[src/rtl/uart_receiver.sv]
// uart_receiver: 8N1 serial receiver.
// Mid-bit sampling, framing error detection, break hold-off.
module uart_receiver #(
  parameter int CLKS_PER_BIT = 2501
) (
  input  logic       clk,
  input  logic       rst_n,
  input  logic       rx,
  output logic [7:0] data,
  output logic       valid,
  output logic       frame_err,
  output logic       busy
);

  localparam logic [11:0] BIT_END  = 12'(CLKS_PER_BIT - 1);
  localparam logic [11:0] HALF_END = 12'(CLKS_PER_BIT / 2 - 1);

  typedef enum logic [2:0] {
    IDLE,
    START,
    DATA,
    STOP,
    WAIT_IDLE
  } state_t;

  state_t      state;
  logic        rx_m;
  logic        rx_s;
  logic [11:0] cnt;
  logic [2:0]  idx;
  logic [7:0]  shreg;

  // two-flop synchronizer for the asynchronous line, idles high
  always_ff @(posedge clk or negedge rst_n) begin
    if (!rst_n) begin
      rx_m <= 1'b1;
      rx_s <= 1'b1;
    end else begin
      rx_m <= rx;
      rx_s <= rx_m;
    end
  end

  // frame FSM with registered data/valid/frame_err/busy
  always_ff @(posedge clk or negedge rst_n) begin
    if (!rst_n) begin
      state     <= IDLE;
      cnt       <= '0;
      idx       <= '0;
      shreg     <= '0;
      data      <= '0;
      valid     <= 1'b0;
      frame_err <= 1'b0;
      busy      <= 1'b0;
    end else begin
      valid     <= 1'b0;
      frame_err <= 1'b0;
      unique case (state)
        IDLE: begin
          cnt <= '0;
          idx <= '0;
          if (!rx_s) begin
            state <= START;
            busy  <= 1'b1;
          end
        end
        START: begin
          if (cnt == HALF_END) begin
            cnt <= '0;
            if (!rx_s) begin
              state <= DATA;
            end else begin
              state <= IDLE;
              busy  <= 1'b0;
            end
          end else begin
            cnt <= cnt + 12'd1;
          end
        end
        DATA: begin
          if (cnt == BIT_END) begin
            cnt   <= '0;
            shreg <= {rx_s, shreg[7:1]};
            idx   <= idx + 3'd1;
            if (idx == 3'd7) begin
              state <= STOP;
            end
          end else begin
            cnt <= cnt + 12'd1;
          end
        end
        STOP: begin
          if (cnt == BIT_END) begin
            cnt <= '0;
            if (rx_s) begin
              data  <= shreg;
              valid <= 1'b1;
              state <= IDLE;
              busy  <= 1'b0;
            end else begin
              frame_err <= 1'b1;
              state     <= WAIT_IDLE;
            end
          end else begin
            cnt <= cnt + 12'd1;
          end
        end
        WAIT_IDLE: begin
          cnt <= '0;
          if (rx_s) begin
            state <= IDLE;
            busy  <= 1'b0;
          end
        end
        default: begin
          state <= IDLE;
          busy  <= 1'b0;
          cnt   <= '0;
        end
      endcase
    end
  end

endmodule

[config.mk]
export PLATFORM = sky130hd
export DESIGN_NAME = uart_receiver
export DESIGN_NICKNAME = d
export VERILOG_FILES = /design/src/rtl/uart_receiver.sv
export SDC_FILE = /design/constraint.sdc
export NUM_CORES = 1
export LEC_CHECK = 0
export ABC_AREA = 1
export BUFFER_PORTS_ARGS = -buffer_cell sky130_fd_sc_hd__buf_2
export CAP_MARGIN = 40
export CORE_MARGIN = 1
export CORE_UTILIZATION = 46
export DETAILED_ROUTE_END_ITERATION = 7
export SYNTH_ARGS = -nofsm -noshare
export SYNTH_HDL_FRONTEND = slang
export SYNTH_SLANG_ARGS = --single-unit
[constraint.sdc]
create_clock -name clk -period 4.5 [get_ports clk]
set_input_delay 0.45 -clock clk [delete_from_list [all_inputs] [get_ports clk]]
set_output_delay 0.45 -clock clk [all_outputs]
set_load 0.01 [all_outputs]
==> results of run 1 <==
## synthesized netlist by cell type
| library cell | instances | area [sq um] |
|---|---|---|
| inv_2 | 5 | 18.8 |
| dfrtp_1 | 37 | 926 |
| xnor2_1 | 1 | 8.76 |
| nand3_4 | 1 | 17.5 |
| o21ai_0 | 9 | 45.0 |
| nand3_2 | 1 | 10.0 |
| nand2_1 | 56 | 210 |
| buf_6 | 2 | 22.5 |
| a21boi_1 | 1 | 7.51 |
| ha_1 | 5 | 62.6 |
| dfstp_2 | 2 | 52.6 |
| nor2_4 | 3 | 33.8 |
| nor4_1 | 1 | 6.26 |
| o21ai_1 | 1 | 5.00 |
| buf_4 | 1 | 7.51 |
| nor3_2 | 2 | 20.0 |
| xor2_1 | 8 | 70.1 |
| nand2_2 | 2 | 12.5 |
| nand4_4 | 1 | 21.3 |
| a31oi_1 | 1 | 6.26 |
| nor2_1 | 14 | 52.6 |
| nand3_1 | 12 | 60.1 |
| o21ai_2 | 7 | 61.3 |
| a21oi_1 | 12 | 60.1 |
| inv_4 | 1 | 6.26 |
| inv_1 | 30 | 113 |
| nand4_1 | 5 | 31.3 |
| nor3_1 | 2 | 10.0 |
## layout make-up
cell class	instances	area [sq um]
clock inverters	3	43.8
inverters	36	138
repair buffers	14	92.6
fillers	390	1860
clock buffers	5	68.8
multi-input cells	145	812
flip-flops and latches	39	978
well taps	50	62.6
## final timing paths
kind | start | cells after the start | endpoint | slack, ps
setup reg to reg | cnt[0] | 9 | data[5] | 2810
max in group asynchronous | rst_n | 2 | rx_s | 3850
min in group clk | rx | 1 | rx_m | 250
setup / recovery | cnt[0] | 9 | data[5] | 2810
hold reg to reg | rx_m | 0 | rx_s | 360
hold / removal | rst_n | 1 | data[6] | 120
## power by group
group | switching [W] | total (W) | internal [W] | leakage, nW
Clock | 0.000125 | 0.000290 | 0.000165 | 0.0581
Combinational | 0.00000816 | 0.0000117 | 0.00000355 | 0.520
Sequential | 0.000000943 | 0.000353 | 0.000352 | 0.518
Total | 0.000134 | 0.000655 | 0.000520 | 1.10
## through the flow
stage	instances	worst slack (ps)	power [W]	utilization [%]
final	292	2810	0.000655	54.1
after detailed placement	284	2820	0.000372	51.3
after global routing	292	2610	0.000683	54.1
after floorplan	223	3020	0.000361	-
after CTS	292	2810	0.000668	54.1
after global placement	283	2870	0.000369	50.7
## kinds of logic after synthesis
group / share of synthesized area, %
buffers and inverters: 8.56
AO/OA/AOI/OAI: 9.46
XOR/XNOR: 4.03
adder cells (fa/ha/maj): 3.19
flip-flops: 50.0
AND/OR/NAND/NOR: 24.8
## sequential cells by signal (all words and copies together) (netlist names)
signal and count:
idx 3, busy 1, rx_s 1, valid 1
shreg 8, data 8, state 3, frame_err 1
rx_m 1, cnt 12
## routing by layer
layer	GRT usage, %	share of wire (%)	vias up
li1	-	-	739
met1	25.8	52	633
met2	28.0	44	13
met3	5.57	2.8	4
met4	7.18	1.1	0
met5	0	0	-
## layout by cell type, fill, tap and decap left out
master	instances
a21boi_1	1
a21oi_1	12
a31oi_1	1
buf_16	1
buf_2	13
bufinv_16	1
clkbuf_8	5
clkinv_2	1
clkinv_4	1
dfrtp_1	37
dfstp_2	2
ha_1	5
inv_1	30
inv_2	5
inv_4	1
nand2_1	56
nand2_2	2
nand3_1	12
nand3_2	1
nand3_4	1
nand4_1	5
nand4_4	1
nor2_1	14
nor2_4	3
nor3_1	2
nor3_2	2
nor4_1	1
o21ai_0	9
o21ai_1	1
o21ai_2	7
xnor2_1	1
xor2_1	8
==> results.md, run 1 <==
- Outcome: finished clean
- # IOs: 14
- Worst EP required: 4680 ps
- Slew @ Worst Pin: 493 ps
- Post-synthesis register bit count: 39
- Max-slew violations: 0
- Vias in the first global route: 1,326
- Final setup violation count: 0
- Total Wirelength: 3.57 mm
- Seq/Total Area, Yosys: 50.0%
- Mapped Area: 1960 sq um
- Syn-to-layout area delta: 12.1%
- Fin Setup TNS: 0 ps
- Iteration-0 DRC Markers: 91
- RSZ-0062 raised after global routing: no
- TritonCTS Sinks: 39
- Post-layout instance area: 2200 sq um
- Hold buffers post-CTS: 0
- Routed vias/inst: 4.76
- Worst setup EP type: register
- Hold Fails Final Rpt: 0
- Max-Slew Margin vs Limit: 67.1%
- Distinct cells, synth: 28
- Post CTS Setup Buffer Count: 0
- YS warnings: 0
- Slowest cell on the critical path: dfrtp_1
- DRC: 0
- Worst-path fanout max: 16
- Syn Nets: 231
- First-pass GRT wire length: 6.21 mm
- Root Buffer: clkbuf_8
- Row count: 23
- Die area: 4520 sq um
- Total number of vias: 1,389
- Period minus WS final: 1690 ps
- H-tree depth: 2
- Maximum vdd drop: 196 uV
- Clock slew at reported path FFs: 80 ps
- Max incr delay on CP: 420 ps
- Fmax: 0.593 GHz
- Most frequent CP cell: inv_1
- Core area: 4060 sq um
- Min-Delay Path Class: input pin to asynchronous set/reset pin
- N_diodes: 0
- GRT Residual Overflow: 0
- Startpoint types: register
- Max Root-Sink Buffers: 2
- Detailed Place HPWL: 2.71 mm
- Initial antenna violation count: 0
- Setup Crit Path Kind: register to register
- Max Cap Violations: 0
- Clk_skew: 6.40 ps
- Synthesized instance count: 223
- CP bufs+invs: 3
- Final nets: 249
- Worst-path cell chain: inv_1 -> ha_1 -> nand3_1 -> inv_1 -> nand4_4 -> inv_4 -> nand3_4 -> nand2_1 -> o21ai_2
- CTS resizes: 0
- Power per cell area: 298 nW/um^2
- Cell family with most CP delay: simple AND/OR/NAND/NOR gates
- GP Congestion: 0.836
- CTS tree: yes
- Starting Density: 48.3%
- Critical Path AT: 1870 ps
- Post-route ant nets: 0
- Port Buffers: 13
- Die X-Extent: 67.2 um
- Largest net degree at the start of global routing: 21
- DR WL/cell: 12.2 um
- Worst hold slack: 117 ps
- Die Y: 67.2 um
- Total CTS buffers: 5
- Syn avg cell area: 8.78 sq um
- Share of layout cells above drive strength 1: 19.4%
- Drt first pass iters: 4
- Clock latency on the worst-skew pair: 290 ps
- Overall Global Routing Usage: 18.9%
- Cell Area, Placed: 2080 sq um
- Fin crit share: 37.5%
- Leak pwr: 1.10 nW
Note: power is estimated with default switching activity, not from simulation.
==> run 2: changes to the inputs <==
--- a/config.mk
+++ b/config.mk
@@ -5,12 +5,13 @@
 export SDC_FILE = /design/constraint.sdc
 export NUM_CORES = 1
 export LEC_CHECK = 0
-export ABC_AREA = 1
+export ABC_AREA = 0
 export BUFFER_PORTS_ARGS = -buffer_cell sky130_fd_sc_hd__buf_2
 export CAP_MARGIN = 40
 export CORE_MARGIN = 1
 export CORE_UTILIZATION = 46
 export DETAILED_ROUTE_END_ITERATION = 7
+export PLACE_DENSITY = 0.66
 export SYNTH_ARGS = -nofsm -noshare
 export SYNTH_HDL_FRONTEND = slang
 export SYNTH_SLANG_ARGS = --single-unit
==> constraint.sdc (replaced) <==
create_clock -name clk -period 1.51 [get_ports clk]
set_input_delay 0.151 -clock clk [delete_from_list [all_inputs] [get_ports clk]]
set_output_delay 0.151 -clock clk [all_outputs]
set_load 0.01 [all_outputs]
==> run 2 against run 1 <==
Net effect: the flow now finishes with violations (setup timing); critical path depth decreased by 3; flip-flop and latch count stayed put; non-clock buffer count up 38; core utilization rose by 9.8 points; clock power increased to 3.0 times the previous value; first-iteration DRC count down 38%; design area rose by 8.1%; global-route usage grew 0.86 points; via count down 5.2%; combinational power increased to 3.0 times the previous value; largest cell class unchanged; largest power group unchanged; highest routed layer unchanged.
==> results.md, run 2 <==
- GP Congestion: 0.931 (was 0.836)
- Max-slew violations: 0 (unchanged)
- Main synth FF type: dfrtp_1 (unchanged)
- Total CTS buffers: 5 (unchanged)
- CP bufs+invs: 1 (was 3)
- Setup Crit Path Kind: register to register (unchanged)
- DR WL/cell: 14.1 um (was 12.2 um)
- Fmax: 0.545 GHz (was 0.593 GHz)
- Worst Slack Setup Final: -326 ps (was 2810 ps)
- Worst-path fanout max: 8 (was 16)
- YS warnings: 0 (unchanged)
- Detailed Place HPWL: 2.51 mm (was 2.71 mm)
- H-tree depth: 2 (unchanged)
- N_diodes: 0 (unchanged)
- Vias in the first global route: 1,373 (was 1,326)
- Row count: 22 (was 23)
- Total Wirelength: 3.58 mm (was 3.57 mm)
- Syn-to-layout area delta: 31.6% (was 12.1%)
- Synthesized instance count: 152 (was 223)
- Worst setup EP type: register (unchanged)
- RSZ-0062 raised after global routing: yes (was no)
- Total number of vias: 1,317 (was 1,389)
- Cell family with most CP delay: simple AND/OR/NAND/NOR gates (unchanged)
- Max-Slew Margin vs Limit: 68.4% (was 67.1%)
- Synth area leader: dfrtp_1 (unchanged)
- Overall Global Routing Usage: 19.8% (was 18.9%)
- Maximum vdd drop: 618 uV (was 196 uV)
- CTS tree: yes (unchanged)
- # IOs: 14 (unchanged)
- Post-layout instance area: 2370 sq um (was 2200 sq um)
- GRT Residual Overflow: 0 (unchanged)
- Ys async rst share: 100% (unchanged)
- Die area: 4170 sq um (was 4520 sq um)
- Clock latency on the worst-skew pair: 300 ps (was 290 ps)
- Min-Delay Path Class: register to register (was input pin to asynchronous set/reset pin)
- Largest registers: cnt x12, data x8, shreg x8 (unchanged)
- Post-route ant nets: 0 (unchanged)
- Final nets: 213 (was 249)
- Outcome: finished, violations left (was finished clean)
- Port Buffers: 13 (unchanged)
- Share of layout cells above drive strength 1: 43.2% (was 19.4%)
- Clk_skew: 4.93 ps (was 6.40 ps)
- Max reg flops: 12 (unchanged)
- Max Root-Sink Buffers: 2 (unchanged)
- Initial antenna violation count: 0 (unchanged)
- Commonest cells post-synth: dfrtp_1 (37), mux2_2 (15), nor3_1 (15) (was nand2_1 (56), dfrtp_1 (37), inv_1 (30))
- Starting Density: 48.5% (was 48.3%)
- Distinct cells, synth: 37 (was 28)
- Post-synth EDFFs: 0 (unchanged)
- Worst-path cell chain: inv_2 -> ha_1 -> nand4b_1 -> or3_4 -> nor2_8 -> mux2_2 (was inv_1 -> ha_1 -> nand3_1 -> inv_1 -> nand4_4 -> inv_4 -> nand3_4 -> nand2_1 -> o21ai_2)
- Largest net degree at the start of global routing: 40 (was 21)
- Hold Fails Final Rpt: 0 (unchanged)
- Syn avg cell area: 11.9 sq um (was 8.78 sq um)
- DRC: 0 (unchanged)
- First-pass GRT wire length: 6.21 mm (unchanged)
- Most frequent cells in the layout: dfrtp_1 (37), buf_4 (34), nor3_1 (15), mux2_2 (15), buf_2 (13) (was nand2_1 (56), dfrtp_1 (37), inv_1 (30))
- Iteration-0 DRC Markers: 56 (was 91)
- Clock slew at reported path FFs: 80 ps (about the same)
- Period minus WS final: 1840 ps (was 1690 ps)
- Seq/Total Area, Yosys: 54.3% (was 50.0%)
- Routed vias/inst: 5.19 (was 4.76)
- Final core occ: 63.9% (was 54.1%)
- Mapped Area: 1800 sq um (was 1960 sq um)
- Startpoint types: register (unchanged)
- Drt first pass iters: 4 (unchanged)
- Critical Path AT: 2020 ps (was 1870 ps)
- Die Y: 64.6 um (was 67.2 um)
- Die X-Extent: 64.6 um (was 67.2 um)
- Max Cap Violations: 0 (unchanged)
- Syn Nets: 160 (was 231)
- Core area: 3720 sq um (was 4060 sq um)
- Slowest cell on the critical path: or3_4 (was dfrtp_1)
- Root Buffer: clkbuf_8 (unchanged)
- Post-synth top area share: 51.4% (was 47.3%)
- Slew @ Worst Pin: 473 ps (was 493 ps)
- Final setup violation count: 37 (was 0)
- Failing checks: setup timing
- Cell Area, Placed: 2150 sq um (was 2080 sq um)
- Top-count cell post-synth: dfrtp_1 (was nand2_1)
- TritonCTS Sinks: 39 (unchanged)
- Max incr delay on CP: 460 ps (was 420 ps)
- Post-synthesis register bit count: 39 (unchanged)
- Fin crit share: 122% (was 37.5%)
- Most flops, register: cnt (unchanged)
- Main area contributors after synthesis: dfrtp_1 (51%), mux2_2 (9.4%), nor3_1 (4.2%) (was dfrtp_1 (47%), nand2_1 (11%), inv_1 (5.8%))
- Leak pwr: 1.17 nW (was 1.10 nW)
- Worst EP required: 1690 ps (was 4680 ps)
- Power per cell area: 828 nW/um^2 (was 298 nW/um^2)
- Most common cell after layout, fill and taps aside: dfrtp_1 (was nand2_1)
[run 2: changes by cell type after synthesis, sizes merged, moves of 10 or more]
cell	delta
nand3	-10
nor3	+12
nor2	-10
inv	-31
nand2	-47
o21ai	-15
mux2	+16
[run 2: metal layers]
metal	up-vias	part of all wire (%)	track usage (%)
li1	645	-	-
met1	646	44	23.0
met2	19	51	34.2
met3	7	2.9	4.93
met4	0	1.7	8.89
met5	-	0	0
[run 2: repair_timing]
action | CTS | global route
setup endpoints to repair | 37 | 37
hold buffers | 2 | 0
gates resized for setup | 11 | 2
endpoints found under the hold margin | 38 | 0
setup buffers | 2 | 3
gates cloned | 0 | 0
pin swaps | 4 | 4
[run 2: path summary, 6_finish.rpt]
kind                        start      end  slack, ps  cells past startpoint
max                        cnt[1]  data[6]       -330                      6
min                          rx_m     rx_s        360                      0
max reg2reg                cnt[1]  data[6]       -330                      6
min reg2reg                  rx_m     rx_s        360                      0
max in group asynchronous   rst_n     rx_m        730                      3
min in group asynchronous   rst_n   idx[2]        420                      3
[run 2: cell families after synthesis]
group | after synthesis | synth area share [%]
xor gates and xnor gates | 10 | 4.86
and+or+nand+nor | 55 | 18.3
DFF | 39 | 54.3
buffers and inverters | 11 | 2.57
muxes | 19 | 11.7
AOI/OAI and AO/OA | 13 | 4.93
adders and majority gates | 5 | 3.47
[run 2: power breakdown]
group | internal (W) | leakage (nW) | switching [W] | total (W)
combinational | 0.0000101 | 0.594 | 0.0000251 | 0.0000352
clock | 0.000500 | 0.0587 | 0.000381 | 0.000881
sequential | 0.00105 | 0.518 | 0.00000121 | 0.00105
[run 2: cell type report]
cell class	instances	area, sq um
Sequential cell	39	978
Tap cell	48	60.1
Multi-Input combinational cell	102	817
Fill cell	294	1340
Clock inverter	3	47.5
Timing Repair Buffer	52	383
Clock buffer	5	68.8
Inverter	5	18.8
[run 2: worst reg2reg max path, cell delays in order (launching register included)]
cell and delay (ps):
dfrtp_1 390, inv_2 60, ha_1 140, nand4b_1 140, or3_4 460, nor2_8 180, mux2_2 360
[run 2: stage by stage]
stage / setup WS, ps / setup TNS [ps] / total power [W] / std cells / hold slack [ps]
2_1_floorplan: -344 / -8730 / 0.00107 / 152 / -145
3_3_place_gp: -332 / -8800 / 0.00110 / 239 / 212
3_5_place_dp: -393 / -10210 / 0.00110 / 239 / 227
4_1_cts: -317 / -8510 / 0.00199 / 251 / 359
5_1_grt: -401 / -11770 / 0.00203 / 254 / 362
6_report: -326 / -9080 / 0.00197 / 254 / 359
==> run 3: changes to the inputs <==
--- a/config.mk
+++ b/config.mk
@@ -12,6 +12,7 @@
 export CORE_UTILIZATION = 46
 export DETAILED_ROUTE_END_ITERATION = 7
 export PLACE_DENSITY = 0.66
+export SETUP_SLACK_MARGIN = 0.5
 export SYNTH_ARGS = -nofsm -noshare
 export SYNTH_HDL_FRONTEND = slang
 export SYNTH_SLANG_ARGS = --single-unit
==> run 3 against run 2 <==
Net effect: the flow still finishes with violations (setup timing); design area is 2.8% higher; routed wire length is 0.92% higher; die area stayed put; critical path depth is 1 higher; flip-flop and latch count stayed put; critical endpoint is now idx[1]; setup slack better by 23 ps; cell count is 1.2% higher; first-iteration DRC count is 8.9% higher; sequential power hardly changed; total power is 1.3% higher; core utilization is 1.8 points higher.
==> results.md, run 3 (synthesis results as in run 2) <==
- Maximum vdd drop: 737 uV (was 618 uV)
- Iteration-0 DRC Markers: 61 (was 56)
- Final nets: 216 (was 213)
- Slowest cell on the critical path: or3_4 (unchanged)
- Worst hold slack: 315 ps (was 359 ps)
- Clock slew at reported path FFs: 80 ps (about the same)
- Overall Global Routing Usage: 19.9% (was 19.8%)
- Total CTS buffers: 5 (unchanged)
- Port Buffers: 13 (unchanged)
- Row count: 22 (unchanged)
- Die X-Extent: 64.6 um (unchanged)
- Most flops, register: cnt (unchanged)
- Placed Cells: 240 (was 239)
- GRT Residual Overflow: 0 (unchanged)
- N_diodes: 0 (unchanged)
- Starting Density: 48.5% (unchanged)
- GP Congestion: 0.926 (was 0.931)
- Min-Delay Path Class: input pin to asynchronous set/reset pin (was register to register)
- H-tree depth: 2 (unchanged)
- Setup slack, reg-to-reg: -300 ps (was -330 ps)
- Hold Fails Final Rpt: 0 (unchanged)
- Reg-to-reg startpoint: cnt[3] (was cnt[1])
- DRC: 0 (unchanged)
- # IOs: 14 (unchanged)
- Detailed Place HPWL: 2.64 mm (was 2.51 mm)
- Die area: 4170 sq um (unchanged)
- First-pass GRT wire length: 6.13 mm (was 6.21 mm)
- Max reg flops: 12 (unchanged)
- Slew @ Worst Pin: 444 ps (was 473 ps)
- Clock latency on the worst-skew pair: 290 ps (was 300 ps)
- CTS tree: yes (unchanged)
- Fin crit share: 120% (was 122%)
- Worst-path cell chain: or3_4 -> buf_6 -> nor3_4 -> buf_4 -> buf_6 -> mux2i_1 -> a22o_1 (was inv_2 -> ha_1 -> nand4b_1 -> or3_4 -> nor2_8 -> mux2_2)
- Drt first pass iters: 4 (unchanged)
- Startpoint types: register (unchanged)
- Leak pwr: 1.20 nW (was 1.17 nW)
- Power per cell area: 817 nW/um^2 (was 828 nW/um^2)
- Largest net degree at the start of global routing: 21 (was 40)
- Max-Slew Margin vs Limit: 70.3% (was 68.4%)
- Core area: 3720 sq um (unchanged)
- Max Cap Violations: 0 (unchanged)
- DR WL/cell: 14.1 um (about the same)
- Final core occ: 65.7% (was 63.9%)
- Pre-CTS WS: -410 ps (was -393 ps)
- Post-route ant nets: 0 (unchanged)
- Outcome: finished, violations left (unchanged)
- Routed vias/inst: 5.12 (was 5.19)
- Filler cells: 294 (unchanged)
- Most common cell after layout, fill and taps aside: dfrtp_1 (unchanged)
- Worst setup EP type: register (unchanged)
- Failing checks: setup timing (unchanged)
- Largest registers: cnt x12, data x8, shreg x8 (unchanged)
- Max-slew violations: 0 (unchanged)
- Fmax: 0.551 GHz (was 0.545 GHz)
- TritonCTS Sinks: 39 (unchanged)
- Root Buffer: clkbuf_8 (unchanged)
- Post-Layout Cell Count: 257 (was 254)
- Most frequent cells in the layout: dfrtp_1 (37), buf_4 (34), nor3_1 (15) (was dfrtp_1 (37), buf_4 (34), nor3_1 (15), mux2_2 (15), buf_2 (13))
- Worst EP required: 1750 ps (was 1690 ps)
- Total number of vias: 1,317 (unchanged)
- Clk_skew: 10.5 ps (was 4.93 ps)
- Critical Path AT: 2050 ps (was 2020 ps)
- Share of layout cells above drive strength 1: 44.5% (was 43.2%)
- Cell family with most CP delay: simple AND/OR/NAND/NOR gates (unchanged)
- Worst Setup SP: cnt[3] (was cnt[1])
- Max Root-Sink Buffers: 2 (unchanged)
- CP bufs+invs: 3 (was 1)
- Vias in the first global route: 1,322 (was 1,373)
- Total Wirelength: 3.62 mm (was 3.58 mm)
- Initial antenna violation count: 0 (unchanged)
- Final setup violation count: 36 (was 37)
- Most frequent CP cell: buf_6
- Worst-path fanout max: 4 (was 8)
- Period minus WS final: 1810 ps (was 1840 ps)
- Die Y: 64.6 um (unchanged)
- Worst Slack Setup Final: -303 ps (was -326 ps)
- Max incr delay on CP: 390 ps (was 460 ps)
- Syn-to-layout area delta: 35.3% (was 31.6%)
- Setup Crit Path Kind: register to register (unchanged)
- RSZ-0062 raised after global routing: yes (unchanged)
## run 3: power by group
| group | total, W | leakage (nW) | internal [W] | switching [W] |
|---|---|---|---|---|
| Clock | 0.000905 | 0.0618 | 0.000543 | 0.000362 |
| Sequential | 0.00105 | 0.518 | 0.00105 | 0.00000131 |
| Combinational | 0.0000370 | 0.622 | 0.0000118 | 0.0000252 |
## run 3: worst paths after layout
kind,to,depth (start not counted)
setup / recovery,idx[1],7
hold / removal,idx[2],2
setup reg to reg,idx[1],7
hold reg to reg,rx_s,0
max in group asynchronous,shreg[2],3
min in group clk,rx_s,0
## run 3: repair_timing
item	CTS	global route
gates cloned	1	0
gates resized for setup	17	4
hold buffers	2	0
setup buffers	3	3
pin swaps	8	5
endpoints found under the setup margin	37	37
hold endpoints to repair	17	0
## run 3: stage by stage
| step | TNS, ps | instance area (sq um) | power, W |
|---|---|---|---|
| CTS | -8260 | 2400 | 0.00202 |
| floorplan | -8730 | 1810 | 0.00107 |
| global placement | -8790 | 2160 | 0.00110 |
| detailed placement | -10890 | 2160 | 0.00110 |
| global route | -10670 | 2440 | 0.00206 |
| finish | -7870 | 2440 | 0.00199 |
## run 3: worst reg2reg max path, stage by stage, from the launching register on
cell and delay (ps):
dfrtp_1 380, or3_4 390, buf_6 130, nor3_4 270
buf_4 170, buf_6 100, mux2i_1 180, a22o_1 140
## run 3: cell type report
class | count | area, sq um | area share (%)
flip-flops and latches | 39 | 978 | 40.1
multi-input cells | 103 | 856 | 35.1
repair buffers | 54 | 405 | 16.6
well taps | 48 | 60.1 | 2.46
clock buffers | 6 | 82.6 | 3.38
inverters | 5 | 18.8 | 0.769
clock inverters | 2 | 38.8 | 1.59
## run 3: per-layer routing
metal	up-vias	global-route usage (%)	share of wire, %
li1	653	-	-
met1	645	24.0	44
met2	13	33.9	52
met3	6	5.28	2.2
met4	0	7.50	1.5
met5	-	0	0
